$ cat config.mk
export PLATFORM = sky130hd
export DESIGN_NAME = shift_rows
export DESIGN_NICKNAME = d
export VERILOG_FILES = /design/src/rtl/aes_pkg.sv /design/src/rtl/shift_rows_delay_line.sv /design/src/rtl/shift_rows.sv
export SDC_FILE = /design/constraint.sdc
export NUM_CORES = 1
export LEC_CHECK = 0
export CAP_MARGIN = 20
export CORE_MARGIN = 1.5
export CORE_UTILIZATION = 56
export CTS_BUF_LIST = sky130_fd_sc_hd__clkbuf_8
export DETAILED_ROUTE_END_ITERATION = 12
export GPL_TIMING_DRIVEN = 0
export PLACE_DENSITY = 0.77
export SLEW_MARGIN = 20
export SYNTH_ARGS = -nofsm -noshare
export SYNTH_HDL_FRONTEND = slang
export SYNTH_SLANG_ARGS = --single-unit
$ cat constraint.sdc
create_clock -name clk -period 2.9 [get_ports clk]
set_input_delay 0.58 -clock clk [delete_from_list [all_inputs] [get_ports clk]]
set_output_delay 0.58 -clock clk [all_outputs]
set_load 0.1 [all_outputs]
$ cat src/rtl/aes_pkg.sv
// aes_pkg: shared widths, sizes and ShiftRows tables for the byte-serial AES datapath
package aes_pkg;
   localparam int BYTE_W      = 8;
   localparam int BLOCK_BYTES = 16;
   localparam int SR_LATENCY  = 12;
   localparam int SR_DEPTH    = 24;
   localparam int CNT_W       = $clog2(BLOCK_BYTES);
   localparam int SEL_W       = $clog2(SR_DEPTH + 1);
   typedef logic [BYTE_W-1:0] byte_t;
   typedef logic [CNT_W-1:0]  idx_t;
   typedef logic [SEL_W-1:0]  sel_t;
   // source byte index within the block for each output byte position
   localparam idx_t K [BLOCK_BYTES] = '{
      4'd0, 4'd5, 4'd10, 4'd15, 4'd4, 4'd9, 4'd14, 4'd3,
      4'd8, 4'd13, 4'd2, 4'd7, 4'd12, 4'd1, 4'd6, 4'd11
   };
   // select table: how many edges ago output byte j's source entered the stream
   localparam sel_t D [BLOCK_BYTES] = '{
      5'd12, 5'd8, 5'd4, 5'd0, 5'd12, 5'd8, 5'd4, 5'd16,
      5'd12, 5'd8, 5'd20, 5'd16, 5'd12, 5'd24, 5'd20, 5'd16
   };
   function automatic sel_t d_of(input idx_t j);
      return sel_t'(SR_LATENCY + int'(j) - int'(K[j]));
   endfunction
endpackage

$ cat src/rtl/shift_rows_delay_line.sv
// shift_rows_delay_line: 24-deep byte shift register with one selectable tap
module shift_rows_delay_line
   import aes_pkg::*;
(
   input  logic  clk,
   input  logic  rst_n,
   input  byte_t din,
   input  sel_t  sel,
   output byte_t tap
);
   byte_t sr_q [SR_DEPTH];
   byte_t sr_d [SR_DEPTH];
   // newest byte enters at sr[0]; tap 0 bypasses the line to return the byte arriving now
   always_comb begin
      sr_d[0] = din;
      for (int i = 1; i < SR_DEPTH; i++) sr_d[i] = sr_q[i-1];
      tap = (sel == '0) ? din : sr_q[sel - sel_t'(1)];
   end
   // shift one position per edge, cleared asynchronously
   always_ff @(posedge clk or negedge rst_n) begin
      if (!rst_n) begin
         for (int i = 0; i < SR_DEPTH; i++) sr_q[i] <= '0;
      end else begin
         sr_q <= sr_d;
      end
   end
endmodule

$ cat src/rtl/shift_rows.sv
// shift_rows: byte-serial AES ShiftRows with continuous throughput and fixed 12-cycle latency
module shift_rows
   import aes_pkg::*;
(
   input  logic              clk,
   input  logic              rst_n,
   input  logic [BYTE_W-1:0] inBits,
   output logic [BYTE_W-1:0] outBits,
   output logic              ready
);
   idx_t  in_cnt_q, in_cnt_d, out_idx;
   byte_t out_q, out_d, tap;
   logic  ready_q, ready_d;
   sel_t  sel;
   shift_rows_delay_line u_dl (
      .clk   (clk),
      .rst_n (rst_n),
      .din   (inBits),
      .sel   (sel),
      .tap   (tap)
   );
   // output position runs 4 ahead of the input position; ready latches when byte 0 of block 0 is due
   always_comb begin
      in_cnt_d = in_cnt_q + idx_t'(1);
      out_idx  = in_cnt_q + idx_t'(BLOCK_BYTES - SR_LATENCY);
      sel      = D[out_idx];
      out_d    = tap;
      ready_d  = ready_q | (in_cnt_q == idx_t'(SR_LATENCY));
   end
   // counter, output byte and ready registers
   always_ff @(posedge clk or negedge rst_n) begin
      if (!rst_n) begin
         in_cnt_q <= '0;
         out_q    <= '0;
         ready_q  <= 1'b0;
      end else begin
         in_cnt_q <= in_cnt_d;
         out_q    <= out_d;
         ready_q  <= ready_d;
      end
   end
   assign outBits = out_q;
   assign ready   = ready_q;
endmodule

# Yosys cells after proc, flatten, opt, wreduce, memory -nomap -nowiden
# Memories as Yosys holds them, arrays and structs flattened.
# Index checks and enable logic that the tools add are counted.
[word_totals]
regBits = 205
mem_bits_ro = 80
in_bits = 10
out_inout_bits = 9
word_cells = 44
mem_count = 1
[op_classes]
n_addsub = 3
n_lt_le_gt_ge = 2
eq_ne = 1
mux = 6
n_bitwise = 3
n_reduce_logical = 1
[mem_list]
columns = ["name", "words", "width", "rd", "rd_ports_with_merged_regs", "wr", "line", "text"]
rows = [
  ["(name not given)", 16, 5, 1, 0, 0, "shift_rows.sv:26", "sel = D[out_idx];"],
]
[ops]
columns = ["cell", "count"]
rows = [
  ["binary-select mux 8 bit (select 5 bit)", 1],
  ["two-way mux 8 bit", 3],
  ["two-way mux 5 bit", 2],
  [">= comparator 6 bit (second input constant)", 1],
  ["NOT 5 -> 6 bit", 1],
  [">= comparator 5 bit (second input constant)", 1],
  ["zero test 5 bit", 1],
  ["NOT 4 -> 5 bit", 1],
  ["subtractor 5 x 1 -> 5 bit (second input constant)", 1],
  ["adder 4 x 1 -> 4 bit (second input constant)", 1],
  ["adder 4 x 3 -> 4 bit (second input constant)", 1],
  ["equality test 4 bit (second input constant)", 1],
  ["OR 1 bit", 1],
]

# Logic depth before layout (Yosys ltp)
# Gate-level depths: netlist of run 1.
[depth]
ltp_word = 11
ltp_mapped = 11
mapped_depth_nobuf = 8

# Modules after synthesis
# Synthesis of run 1 repeated with hierarchy kept, for this count alone.
[hier_totals]
cells_unflattened = 444
area_unflattened_um2 = 7095.6
[by_module_without_submodules]
columns = ["module", "n_inst", "cells_per_inst", "area_each_um2", "seq_area_each_um2"]
rows = [
  ["shift_rows_delay_line", 1, 412, 6631.4, 4804.6],
  ["shift_rows", 1, 32, 464.2, 325.3],
]

# Worst setup path after synthesis of run 1
# OpenSTA, ideal clock, no wires.
[synth_timing]
kind = "flip-flop to flip-flop"
from = "register in_cnt_q[0]"
to = "register out_q[5] (netlist: outBits[5])"
setup_time_ns = 0.141
arrival_ns = 2.747
required_time_ns = 2.759
setup_slack_ns = 0.012
path_stages_with_launch = 12
n_path_buf = 3
synth_period_minus_slack_ns = 2.888
path_cell_list = "dfrtp_1 > clkinv_1 > ha_1 > or3_4 > o21ai_4 > buf_12 > ha_1 > clkbuf_1 > buf_2 > mux4_1 > nand2_1 > a31oi_1"
[synth_between]
elab_chain_cells = 11
elab_cells_between_ends = 12
cone_classes = "2 x add/sub; 6 x mux; 2 x bitwise; 1 x reduce/logical; 1 x memory"
[synth_rtl]
columns = ["element", "line", "text"]
rows = [
  ["start: declaration", "shift_rows.sv:11", "idx_t in_cnt_q, in_cnt_d, out_idx;"],
  ["start signal: assignment", "shift_rows.sv:37", "in_cnt_q <= in_cnt_d;"],
  ["adder 4 x 3 -> 4 bit *", "shift_rows.sv:25", "out_idx = in_cnt_q + idx_t'(BLOCK_BYTES - SR_LATENCY);"],
  ["NOT 4 -> 5 bit (not written as such) *", "shift_rows.sv:26", ""],
  ["memory (16 x 5 bit) *", "n/a", ""],
  ["two-way mux 5 bit (not written as such) * (2 in series)", "shift_rows.sv:26", ""],
  ["subtractor 5 x 1 -> 5 bit", "shift_rows_delay_line.sv:17", "tap = (sel == '0) ? din : sr_q[sel - sel_t'(1)];"],
  ["NOT 5 -> 6 bit (not written as such)", "shift_rows_delay_line.sv:17", ""],
  ["binary-select mux 8 bit (select 5 bit)", "shift_rows_delay_line.sv:17", ""],
  ["two-way mux 8 bit (not written as such) (2 in series)", "shift_rows_delay_line.sv:17", ""],
  ["two-way mux 8 bit *", "shift_rows_delay_line.sv:17", ""],
  ["net out_d[5]", "shift_rows.sv:12", "byte_t out_q, out_d, tap;"],
  ["end signal: assignment", "shift_rows.sv:38", "out_q <= out_d;"],
  ["end: declaration", "shift_rows.sv:12", ""],
]
# The timed path passes the listed nets; every way through them passes the cells marked *. The select of a mux whose other input is x is not followed.

# Worst setup path in the final report of run 1
# Ends and elaborated chain as after synthesis.

==> out/qor_table.md, run 1 <==
| Result | Reported | Unit |
|:---|:---|:---|
| Status | finished, final reports clean | - |
| Row count | 37 | - |
| Top-area cell type share of the netlist area | 0.878 | - |
| Die outline height | 105 | um |
| Via count | 2404 | - |
| Cell-by-cell listing of the critical path | clkinv_2, ha_1, or3_4, o21ai_4, buf_12, ha_4, buf_6, mux4_1, nand2_1, a31oi_1 | - |
| Count of max-cap constraint violations | 0 | - |
| Core utilization of the finished layout | 0.676 | - |
| Cell taking the most area after synthesis | sky130_fd_sc_hd__dfrtp_1 | - |
| Synthesis-to-finish area growth | 18.3 | % |
| Routed Wire Length | 8.61 | mm |
| Clk pin slew, worst setup/hold paths | 0.06 | ns |
| Total iterations of the first detailed-routing run | 4 | - |
| Beginning of the critical path | in_cnt_q[0] | - |
| Horizontal extent of the die | 105 | um |
| Max Buffers Root-to-Sink | 3 | - |
| Count of yosys warnings during synthesis | 0 | - |
| Htree depth | 1 | - |
| Area post-placement | 6250 | um2 |
| Net Count, Synth | 298 | - |
| # placed instances | 437 | - |
| Static leakage | 3.19 | nW |
| Hold path startpoint | u_dl.sr_d[49] | - |
| Worst Hold Class | flop to flop | - |
| Maximum VDD drop | 0.501 | mV |
| Worst reg2reg startpoint | in_cnt_q[0] | - |
| GP Congestion | 0.689 | - |
| Via count of the first global-routing pass | 2710 | - |
| CTS sink cnt | 205 | - |
| CP Capture Type | flop | - |
| Yosys cell types | 24 | - |
| Main area contributors after synthesis | sky130_fd_sc_hd__dfrtp_1, sky130_fd_sc_hd__mux4_1, sky130_fd_sc_hd__ha_1 | - |
| HPWL after detailed placement | 4.84 | mm |
| Synth Instances | 281 | - |
| Number of nets in the final layout | 351 | - |
| CP max FO | 11 | - |
| Ratio of routed vias to standard cells | 4.91 | - |
| Transition at the pin with the smallest max-transition slack | 0.969 | ns |
| Synthesis-stage register bit count | 205 | - |
| Filler cell count | 648 | - |
| Worst relative slew slack | 0.352 | - |
| Design area | 6910 | um2 |
| Post-route fraction of the period consumed by the critical path | 0.968 | - |
| Clock latency at the later pin of the worst-skew pair | 0.52 | ns |
| Post-synth design cell area | 5840 | um2 |
| Num CTS Buffers | 31 | - |
| Minimum clock period after layout | 2.81 | ns |
| Core box area | 10200 | um2 |
| Antenna violation net count after detailed routing | 0 | - |
| Final antenna diode count | 0 | - |
| Number of top-level pins | 19 | - |
| Largest net degree at the start of global routing | 92 | - |
| Data required time of the critical path | 3.28 | ns |
| Pwr per Cell Area | 794 | nW/um2 |
| Die Outline Area | 11100 | um2 |
| Arrival time at the worst endpoint | 3.18 | ns |
| Synth Area per Inst | 20.8 | um2 |
| Initial antenna violation count | 0 | - |
| Initial drt markers | 100 | - |
| Worst stage delay on the critical path | 0.56 | ns |
| First-pass GRT wire length | 14.1 | mm |
| Input/output buffers | 18 | - |
| Overall global routing resource usage | 0.170 | - |
| CTS Root Cell | sky130_fd_sc_hd__clkbuf_8 | - |
| Final hold violation count | 0 | - |
| Unrepaired setup endpoints after global routing | no | - |
| Initial core utilization | 0.571 | - |
| Detailed-route wire length per cell | 17.6 | um |
| DRC errors left | 0 | - |
| GRT Residual Overflow | 0 | - |
| Final setup violation count | 0 | - |
| Max Slew Vio Count | 0 | - |
| CTS tree | done | - |
| Type of origin of the critical path | flop | - |
| Worst setup path category | flop to flop | - |
| FMAX | 0.356 | GHz |
| Non-filler cells, final | 490 | - |
| Proportion of layout cells with a drive suffix above 1 | 0.189 | - |
| Crit-path slowest cell | sky130_fd_sc_hd__mux4_1 | - |
| Number of buffers inserted to repair setup after CTS | 0 | - |
| Final worst clock skew | 0.0160 | ns |
| Share of synthesized area occupied by flip-flops and latches | 0.878 | - |
[cell usage after synthesis, drive strengths merged]
master / number
dfrtp: 205
a31oi: 9
nand2: 9
nand3: 9
mux2: 8
mux4: 8
nor2: 8
ha: 7
clkbuf: 3
inv: 3
buf: 2
nand2b: 2
xnor2: 2
a21o: 1
clkinv: 1
nor2b: 1
o21ai: 1
or3: 1
xor2: 1
[registers in the layout (all words and copies together), names as in the netlist]
signal     count
outBits        8
in_cnt_q       4
u_dl.sr_d    184
u_dl.sr_q      8
ready          1
[routing by layer]
metal  GRT usage  routed length, um  vias up
met5           0                  0        -
met4      0.0597                173        0
li1            -                  -     1042
met3      0.0387                353       16
met1       0.264               4140     1293
met2       0.244               3950       53
[critical path: cells and delay by family (launching register included)]
family | cells | cell delay, ns
mux | 1 | 0.56
fa+ha+maj | 2 | 0.48
buf+inv | 3 | 0.50
simple gates | 2 | 0.47
compound gates | 2 | 0.25
flops | 1 | 0.39
[metrics by stage]
stage               power, mW  hold slack [ns]  setup slack, ns  setup TNS [ns]
floorplan                3.14            0.284           0.0116               0
global placement         3.24            0.332            -6.30        -1291.63
detailed placement       3.26            0.335           -0.559           -2.66
CTS                      5.56            0.331           0.0262               0
global route             5.70            0.348          0.00452               0
finish                   5.49            0.333           0.0927               0
[report_power, final]
part | switching (mW) | internal (mW)
logic | 0.110 | 0.0456
clock network | 1.01 | 1.27
registers | 0.0502 | 3.00
total | 1.17 | 4.32
[final timing paths]
kind | end | cells after the start | slack, ns
setup / recovery | outBits[5] | 10 | 0.09
hold / removal | u_dl.sr_d[41] | 0 | 0.33
setup reg to reg | outBits[5] | 10 | 0.09
hold reg to reg | u_dl.sr_d[41] | 0 | 0.33
max in group asynchronous | u_dl.sr_d[86] | 4 | 1.24
min in group asynchronous | u_dl.sr_d[66] | 2 | 0.59
[final cells by class]
| cell class | instances | area (um2) | area share |
|---|---|---|---|
| multi-input cells | 67 | 687 | 0.0994 |
| inverters | 4 | 16.3 | 0.00235 |
| flip-flops and latches | 205 | 5130 | 0.742 |
| clock inverters | 15 | 97.6 | 0.0141 |
| clock buffers | 38 | 523 | 0.0757 |
| plain buffers | 4 | 38.8 | 0.00561 |
| repair buffers | 21 | 250 | 0.0362 |
| well taps | 136 | 170 | 0.0246 |
[timing repair]
item | 4_1_cts | 5_1_grt
endpoints found under the setup margin | 8 | 4
hold buffers | 1 | 0
endpoints found under the hold margin | 59 | 0
resized for setup | 4 | 2
[layout by cell type, fill, tap and decap left out]
cell                                n
sky130_fd_sc_hd__dfrtp_1          205
sky130_fd_sc_hd__clkbuf_8          38
sky130_fd_sc_hd__clkdlybuf4s50_1   17
sky130_fd_sc_hd__inv_1             10
sky130_fd_sc_hd__nand2_1            9
sky130_fd_sc_hd__mux4_1             8
sky130_fd_sc_hd__nor2_1             8
sky130_fd_sc_hd__a31oi_1            8
sky130_fd_sc_hd__nand3_1            8
sky130_fd_sc_hd__mux2_2             7
sky130_fd_sc_hd__clkinv_2           6
sky130_fd_sc_hd__ha_1               6
sky130_fd_sc_hd__clkbuf_1           2
sky130_fd_sc_hd__nand2b_1           2
sky130_fd_sc_hd__buf_16             2
sky130_fd_sc_hd__or3_4              1
sky130_fd_sc_hd__o21ai_4            1
sky130_fd_sc_hd__buf_12             1
sky130_fd_sc_hd__nor2b_1            1
sky130_fd_sc_hd__a31oi_2            1
sky130_fd_sc_hd__buf_6              1
sky130_fd_sc_hd__xor2_4             1
sky130_fd_sc_hd__xnor2_2            1
sky130_fd_sc_hd__mux2_4             1
sky130_fd_sc_hd__nand3_2            1
sky130_fd_sc_hd__xnor2_1            1
sky130_fd_sc_hd__a21o_1             1
sky130_fd_sc_hd__ha_4               1
sky130_fd_sc_hd__clkinvlp_4         1
sky130_fd_sc_hd__bufinv_16          1
sky130_fd_sc_hd__inv_6              1
sky130_fd_sc_hd__dlygate4sd3_1      1
sky130_fd_sc_hd__buf_8              1
[cells by family after synthesis]
kind of cell / count (synthesis) / share of synthesized area
multiplexers: 16 / 0.0520
AO/OA/AOI/OAI: 11 / 0.0148
AND/OR/NAND/NOR: 30 / 0.0246
XOR/XNOR: 3 / 0.00707
flip-flops: 205 / 0.878
adder cells (fa/ha/maj): 7 / 0.0150
buffers and inverters: 9 / 0.00878
Note: power is estimated with default switching activity, not from simulation.
==> run 2: changes to the inputs <==
- PLACE_DENSITY: 0.77 -> 0.82
==> out/qor_table.md, run 2 (synthesis results as in run 1) <==
| Result | Reported | Unit |
|:---|:---|:---|
| Status | finished, final reports clean | - |
| Worst hold path cell count | 0 | - |
| Worst setup path category | flop to flop | - |
| Via count of the first global-routing pass | 2710 | - |
| Input/output buffers | 18 | - |
| Clk pin slew, worst setup/hold paths | 0.07 | ns |
| Worst reg2reg endpoint | outBits[6] | - |
| Clock latency at the later pin of the worst-skew pair | 0.53 | ns |
| Area of combinational cells with multiple inputs | 676 | um2 |
| Sum of negative setup slack | 0 | ns |
| DRC errors left | 0 | - |
| Worst Hold Endpoint | u_dl.sr_d[7] | - |
| CP max FO | 11 | - |
| GRT met2 Usage | 0.264 | - |
| Static leakage | 3.22 | nW |
| Initial antenna violation count | 0 | - |
| Post-route fraction of the period consumed by the critical path | 0.948 | - |
| Number of top-level pins | 19 | - |
| Die Outline Area | 11100 | um2 |
| Maximum VDD drop | 0.536 | mV |
| Commonest non-fill, non-tap cell in the layout | sky130_fd_sc_hd__dfrtp_1 | - |
| Worst relative slew slack | 0.345 | - |
| Number of nets in the final layout | 356 | - |
| Worst Hold Class | flop to flop | - |
| Total iterations of the first detailed-routing run | 4 | - |
| GP Congestion | 0.716 | - |
| CTS Root Cell | sky130_fd_sc_hd__clkbuf_8 | - |
| HPWL after detailed placement | 4.92 | mm |
| Routed Wire Length | 8.89 | mm |
| Final setup violation count | 0 | - |
| Met3 capacity usage during global routing | 0.0343 | - |
| Num CTS Buffers | 29 | - |
| Arrival time at the worst endpoint | 3.11 | ns |
| Filler cell count | 655 | - |
| Setup slack of the critical path after layout | 0.151 | ns |
| Worst reg2reg startpoint | in_cnt_q[0] | - |
| Unrepaired setup endpoints after global routing | no | - |
| Data required time of the critical path | 3.26 | ns |
| CTS sink cnt | 205 | - |
| Commonest non-fill, non-tap cells in the layout | sky130_fd_sc_hd__dfrtp_1, sky130_fd_sc_hd__clkbuf_8, sky130_fd_sc_hd__clkdlybuf4s50_1 | - |
| Core box area | 10200 | um2 |
| Htree depth | 1 | - |
| Max Buffers Root-to-Sink | 3 | - |
| Detailed-route wire length per cell | 17.9 | um |
| Horizontal extent of the die | 105 | um |
| Initial core utilization | 0.571 | - |
| Routing layer with the top usage in global route | met2 | - |
| Hold path startpoint | u_dl.sr_d[15] | - |
| Initial drt markers | 113 | - |
| Pwr per Cell Area | 785 | nW/um2 |
| CP Capture Type | flop | - |
| Largest net degree at the start of global routing | 84 | - |
| Proportion of layout cells with a drive suffix above 1 | 0.199 | - |
| First-pass GRT wire length | 14.2 | mm |
| Die outline height | 105 | um |
| Max Slew Vio Count | 0 | - |
| Count of max-cap constraint violations | 0 | - |
| Hold Worst Slack | 0.339 | ns |
| Overall global routing resource usage | 0.175 | - |
| Largest register FFs | 184 | - |
| Global-route track usage on met1 | 0.256 | - |
| Transition at the pin with the smallest max-transition slack | 0.980 | ns |
| Storage element area | 5130 | um2 |
| Pre-CTS setup slack | -0.593 | ns |
| Final hold violation count | 0 | - |
| Antenna violation net count after detailed routing | 0 | - |
| Register-to-register setup slack | 0.15 | ns |
| Final antenna diode count | 0 | - |
| Ratio of routed vias to standard cells | 4.82 | - |
| Synthesis-to-finish area growth | 18.8 | % |
| FMAX | 0.364 | GHz |
| Row count | 37 | - |
| GRT Residual Overflow | 0 | - |
| Reg2reg path depth | 10 | - |
| CTS tree | done | - |
| Final worst clock skew | 0.0160 | ns |
| Type of origin of the critical path | flop | - |
| Via count | 2397 | - |
| Minimum clock period after layout | 2.75 | ns |
-- run 2: cell types whose count changed in the layout (fill, tap and decap cells not counted), sizes merged --
cell,delta
buf,+7
clkbuf,-1
inv,+2
clkinvlp,-1
-- run 2: worst max path at each step --
stage	startpoint	endpoint	slack [ns]	depth (start not counted)
floorplan	in_cnt_q[0]	outBits[5]	0.01	11
global placement	rst_n	u_dl.sr_d[118]	-6.23	1
detailed placement	in_cnt_q[0]	outBits[6]	-0.59	11
CTS	in_cnt_q[0]	outBits[6]	0.02	10
global route	in_cnt_q[0]	outBits[6]	0.04	10
finish	in_cnt_q[0]	outBits[6]	0.15	10
-- run 2: metrics by stage --
step                      cells  total power, mW  cell area (um2)   util
final                       497             5.45             6940  0.679
after global routing        497             5.68             6940  0.679
after CTS                   490             5.52             6890  0.673
after detailed placement    437             3.26             6250  0.611
after global placement      435             3.24             6190  0.605
after floorplan             281             3.14             5840      -
-- run 2: power by group --
part / switching, mW / total, mW / internal [mW]
Combinational: 0.110 / 0.156 / 0.0456
Clock: 1.00 / 2.24 / 1.24
Sequential: 0.0527 / 3.05 / 3.00
-- run 2: cell type report --
class | instances | share of cell area
multi-input combinational | 67 | 0.0973
clock inverter | 16 | 0.0144
tap | 136 | 0.0245
inverter | 4 | 0.00234
buffer | 4 | 0.00559
clock buffer | 37 | 0.0733
timing repair buffer | 28 | 0.0436
sequential | 205 | 0.739
-- run 2: critical path: stages (launching register included) --
cell	delay [ns]
sky130_fd_sc_hd__dfrtp_1	0.39
sky130_fd_sc_hd__clkinv_2	0.12
sky130_fd_sc_hd__ha_1	0.25
sky130_fd_sc_hd__or3_4	0.38
sky130_fd_sc_hd__o21ai_4	0.13
sky130_fd_sc_hd__buf_12	0.19
sky130_fd_sc_hd__ha_4	0.16
sky130_fd_sc_hd__buf_6	0.16
sky130_fd_sc_hd__mux4_1	0.57
sky130_fd_sc_hd__nand2_1	0.09
sky130_fd_sc_hd__a31oi_1	0.12
-- run 2: timing repair --
action                                  4_1_cts  5_1_grt
hold buffers                                  1        0
buffers inserted                              0        7
endpoints found under the setup margin        8        3
hold endpoints to repair                     55        0
pin swaps                                     0        1
gates resized for setup                       5        0
-- run 2: per-layer routing --
metal  routed length [um]  part of all wire  vias up
li1                     -                 -     1055
met1                 4230              0.48     1280
met2                 4240              0.48       43
met3                  253             0.028       19
met4                  167             0.019        0
met5                    0                 0        -
==> run 3: changes to the inputs <==
- SLEW_MARGIN: 20 -> not set
==> out/qor_table.md, run 3 (synthesis results as in run 1) <==
| Result | Reported | Unit |
|:---|:---|:---|
| Status | finished, final reports clean | - |
| Input/output buffers | 18 | - |
| Row count | 37 | - |
| FMAX | 0.364 | GHz |
| GP Congestion | 0.716 | - |
| Final antenna diode count | 0 | - |
| Design area | 6840 | um2 |
| Switching power of the nets | 1.11 | mW |
| Worst setup path category | flop to flop | - |
| Core box area | 10200 | um2 |
| Maximum VDD drop | 0.574 | mV |
| Cell-internal power | 4.20 | mW |
| Clock latency at the later pin of the worst-skew pair | 0.51 | ns |
| CTS tree | done | - |
| Horizontal extent of the die | 105 | um |
| Reg2reg path depth | 10 | - |
| Area post-placement | 6230 | um2 |
| Worst reg2reg endpoint | outBits[6] | - |
| Largest net degree at the start of global routing | 139 | - |
| Largest register FFs | 184 | - |
| CTS sink cnt | 205 | - |
| Htree depth | 1 | - |
| Via count of the first global-routing pass | 2595 | - |
| Switch share | 0.208 | - |
| Worst reg2reg startpoint | in_cnt_q[0] | - |
| Ratio of routed vias to standard cells | 4.83 | - |
| HPWL after detailed placement | 4.89 | mm |
| Worst Hold Class | input port to asynchronous set/reset pin | - |
| Register-to-register setup slack | 0.16 | ns |
| Static leakage | 3.16 | nW |
| CTS Root Cell | sky130_fd_sc_hd__clkbuf_8 | - |
| Hold-fix buffers, CTS | 0 | - |
| Logic gate share of total power | 0.028 | - |
| Non-filler cells, final | 488 | - |
| Hold Worst Slack | 0.00809 | ns |
| Clk pin slew, worst setup/hold paths | 0.06 | ns |
| Die outline height | 105 | um |
| Initial antenna violation count | 0 | - |
| Total iterations of the first detailed-routing run | 6 | - |
| Commonest non-fill, non-tap cells in the layout | sky130_fd_sc_hd__dfrtp_1, sky130_fd_sc_hd__clkbuf_8, sky130_fd_sc_hd__clkdlybuf4s50_1 | - |
| Initial core utilization | 0.571 | - |
| Transition at the pin with the smallest max-transition slack | 0.978 | ns |
| First-pass GRT wire length | 13.7 | mm |
| Final setup violation count | 0 | - |
| Minimum clock period after layout | 2.74 | ns |
| Routed Wire Length | 8.29 | mm |
| Count of max-cap constraint violations | 0 | - |
| Number of top-level pins | 19 | - |
| Pwr per Cell Area | 776 | nW/um2 |
| Filler cell count | 667 | - |
| Share of total power in sequential cells | 0.575 | - |
| CP max FO | 11 | - |
| Number of nets in the final layout | 350 | - |
| Arrival time at the worst endpoint | 3.10 | ns |
| Max Buffers Root-to-Sink | 3 | - |
| Antenna violation net count after detailed routing | 0 | - |
| Final worst clock skew | 0.00579 | ns |
| Initial drt markers | 117 | - |
| # placed instances | 436 | - |
| CP Capture Type | flop | - |
| Unrepaired setup endpoints after global routing | no | - |
| Die Outline Area | 11100 | um2 |
| Clock Power Share | 0.397 | - |
| Max Slew Vio Count | 0 | - |
| Pre-CTS setup slack | -0.578 | ns |
| Type of origin of the critical path | flop | - |
| Via count | 2356 | - |
| Synthesis-to-finish area growth | 17.0 | % |
| Proportion of layout cells with a drive suffix above 1 | 0.176 | - |
| DRC errors left | 0 | - |
| Worst relative slew slack | 0.346 | - |
| Final hold violation count | 0 | - |
| Setup slack of the critical path after layout | 0.156 | ns |
| Data required time of the critical path | 3.25 | ns |
| Post-route fraction of the period consumed by the critical path | 0.946 | - |
| Commonest non-fill, non-tap cell in the layout | sky130_fd_sc_hd__dfrtp_1 | - |
| Num CTS Buffers | 29 | - |
| Overall global routing resource usage | 0.166 | - |
| GRT Residual Overflow | 0 | - |
| Detailed-route wire length per cell | 17.0 | um |
[run 3: changes by cell type in the layout (fill, tap and decap cells not counted), sizes merged]
cell and change:
dlygate4sd3 -1, inv +1, clkinv -5, clkinvlp +1
bufinv -1, buf -5, clkbuf +1
[run 3: worst max-delay path, cell delays in order (launching register included)]
cell                       delay, ns
sky130_fd_sc_hd__dfrtp_1        0.39
sky130_fd_sc_hd__clkinv_2       0.12
sky130_fd_sc_hd__ha_1           0.25
sky130_fd_sc_hd__or3_4          0.39
sky130_fd_sc_hd__o21ai_4        0.12
sky130_fd_sc_hd__buf_12         0.19
sky130_fd_sc_hd__ha_4           0.22
sky130_fd_sc_hd__buf_6          0.18
sky130_fd_sc_hd__mux4_1         0.56
sky130_fd_sc_hd__nand2_1        0.08
sky130_fd_sc_hd__a31oi_1        0.09
[run 3: layout make-up]
cell class | count | area, um2 | area share
multi-input combinational | 67 | 676 | 0.0988
clock buffer | 38 | 523 | 0.0765
clock inverter | 12 | 48.8 | 0.00714
buffer | 4 | 38.8 | 0.00567
tap | 136 | 170 | 0.0249
timing repair buffer | 22 | 235 | 0.0344
sequential | 205 | 5130 | 0.750
inverter | 4 | 16.3 | 0.00238
[run 3: what timing repair did]
item | CTS | global route
buffers inserted | 0 | 3
endpoints found under the setup margin | 8 | 4
resized for setup | 4 | 1
[run 3: worst max-delay path by stage]
stage                start             end  slack (ns)  cells past startpoint
2_1_floorplan  in_cnt_q[0]      outBits[5]        0.01                     11
3_3_place_gp         rst_n  u_dl.sr_d[118]       -6.23                      1
6_report       in_cnt_q[0]      outBits[6]        0.16                     10
5_1_grt        in_cnt_q[0]      outBits[6]       0.009                     10
3_5_place_dp   in_cnt_q[0]      outBits[6]       -0.58                     11
4_1_cts        in_cnt_q[0]      outBits[6]       0.008                     10
[run 3: routing by layer]
layer	track usage	wire length, um	vias to the layer above
met3	0.0356	310	24
met4	0.0656	250	0
met5	0	0	-
met1	0.250	3930	1247
met2	0.242	3800	49
li1	-	-	1036
[run 3: stage by stage]
step,total power [mW],setup TNS [ns],utilization
after floorplan,3.14,0,-
after global placement,3.24,-1275.42,0.605
after detailed placement,3.26,-2.69,0.609
after CTS,5.38,0,0.666
after global routing,5.53,0,0.668
final,5.31,0,0.668
[run 3: power groups by stage]
stage               registers [mW]  logic, mW  clock network [mW]
global placement              3.10      0.143                   0
detailed placement            3.10      0.153                   0
finish                        3.05      0.148                2.11
CTS                           3.05      0.153                2.17
floorplan                     3.12     0.0206                   0
global route                  3.06      0.165                2.30
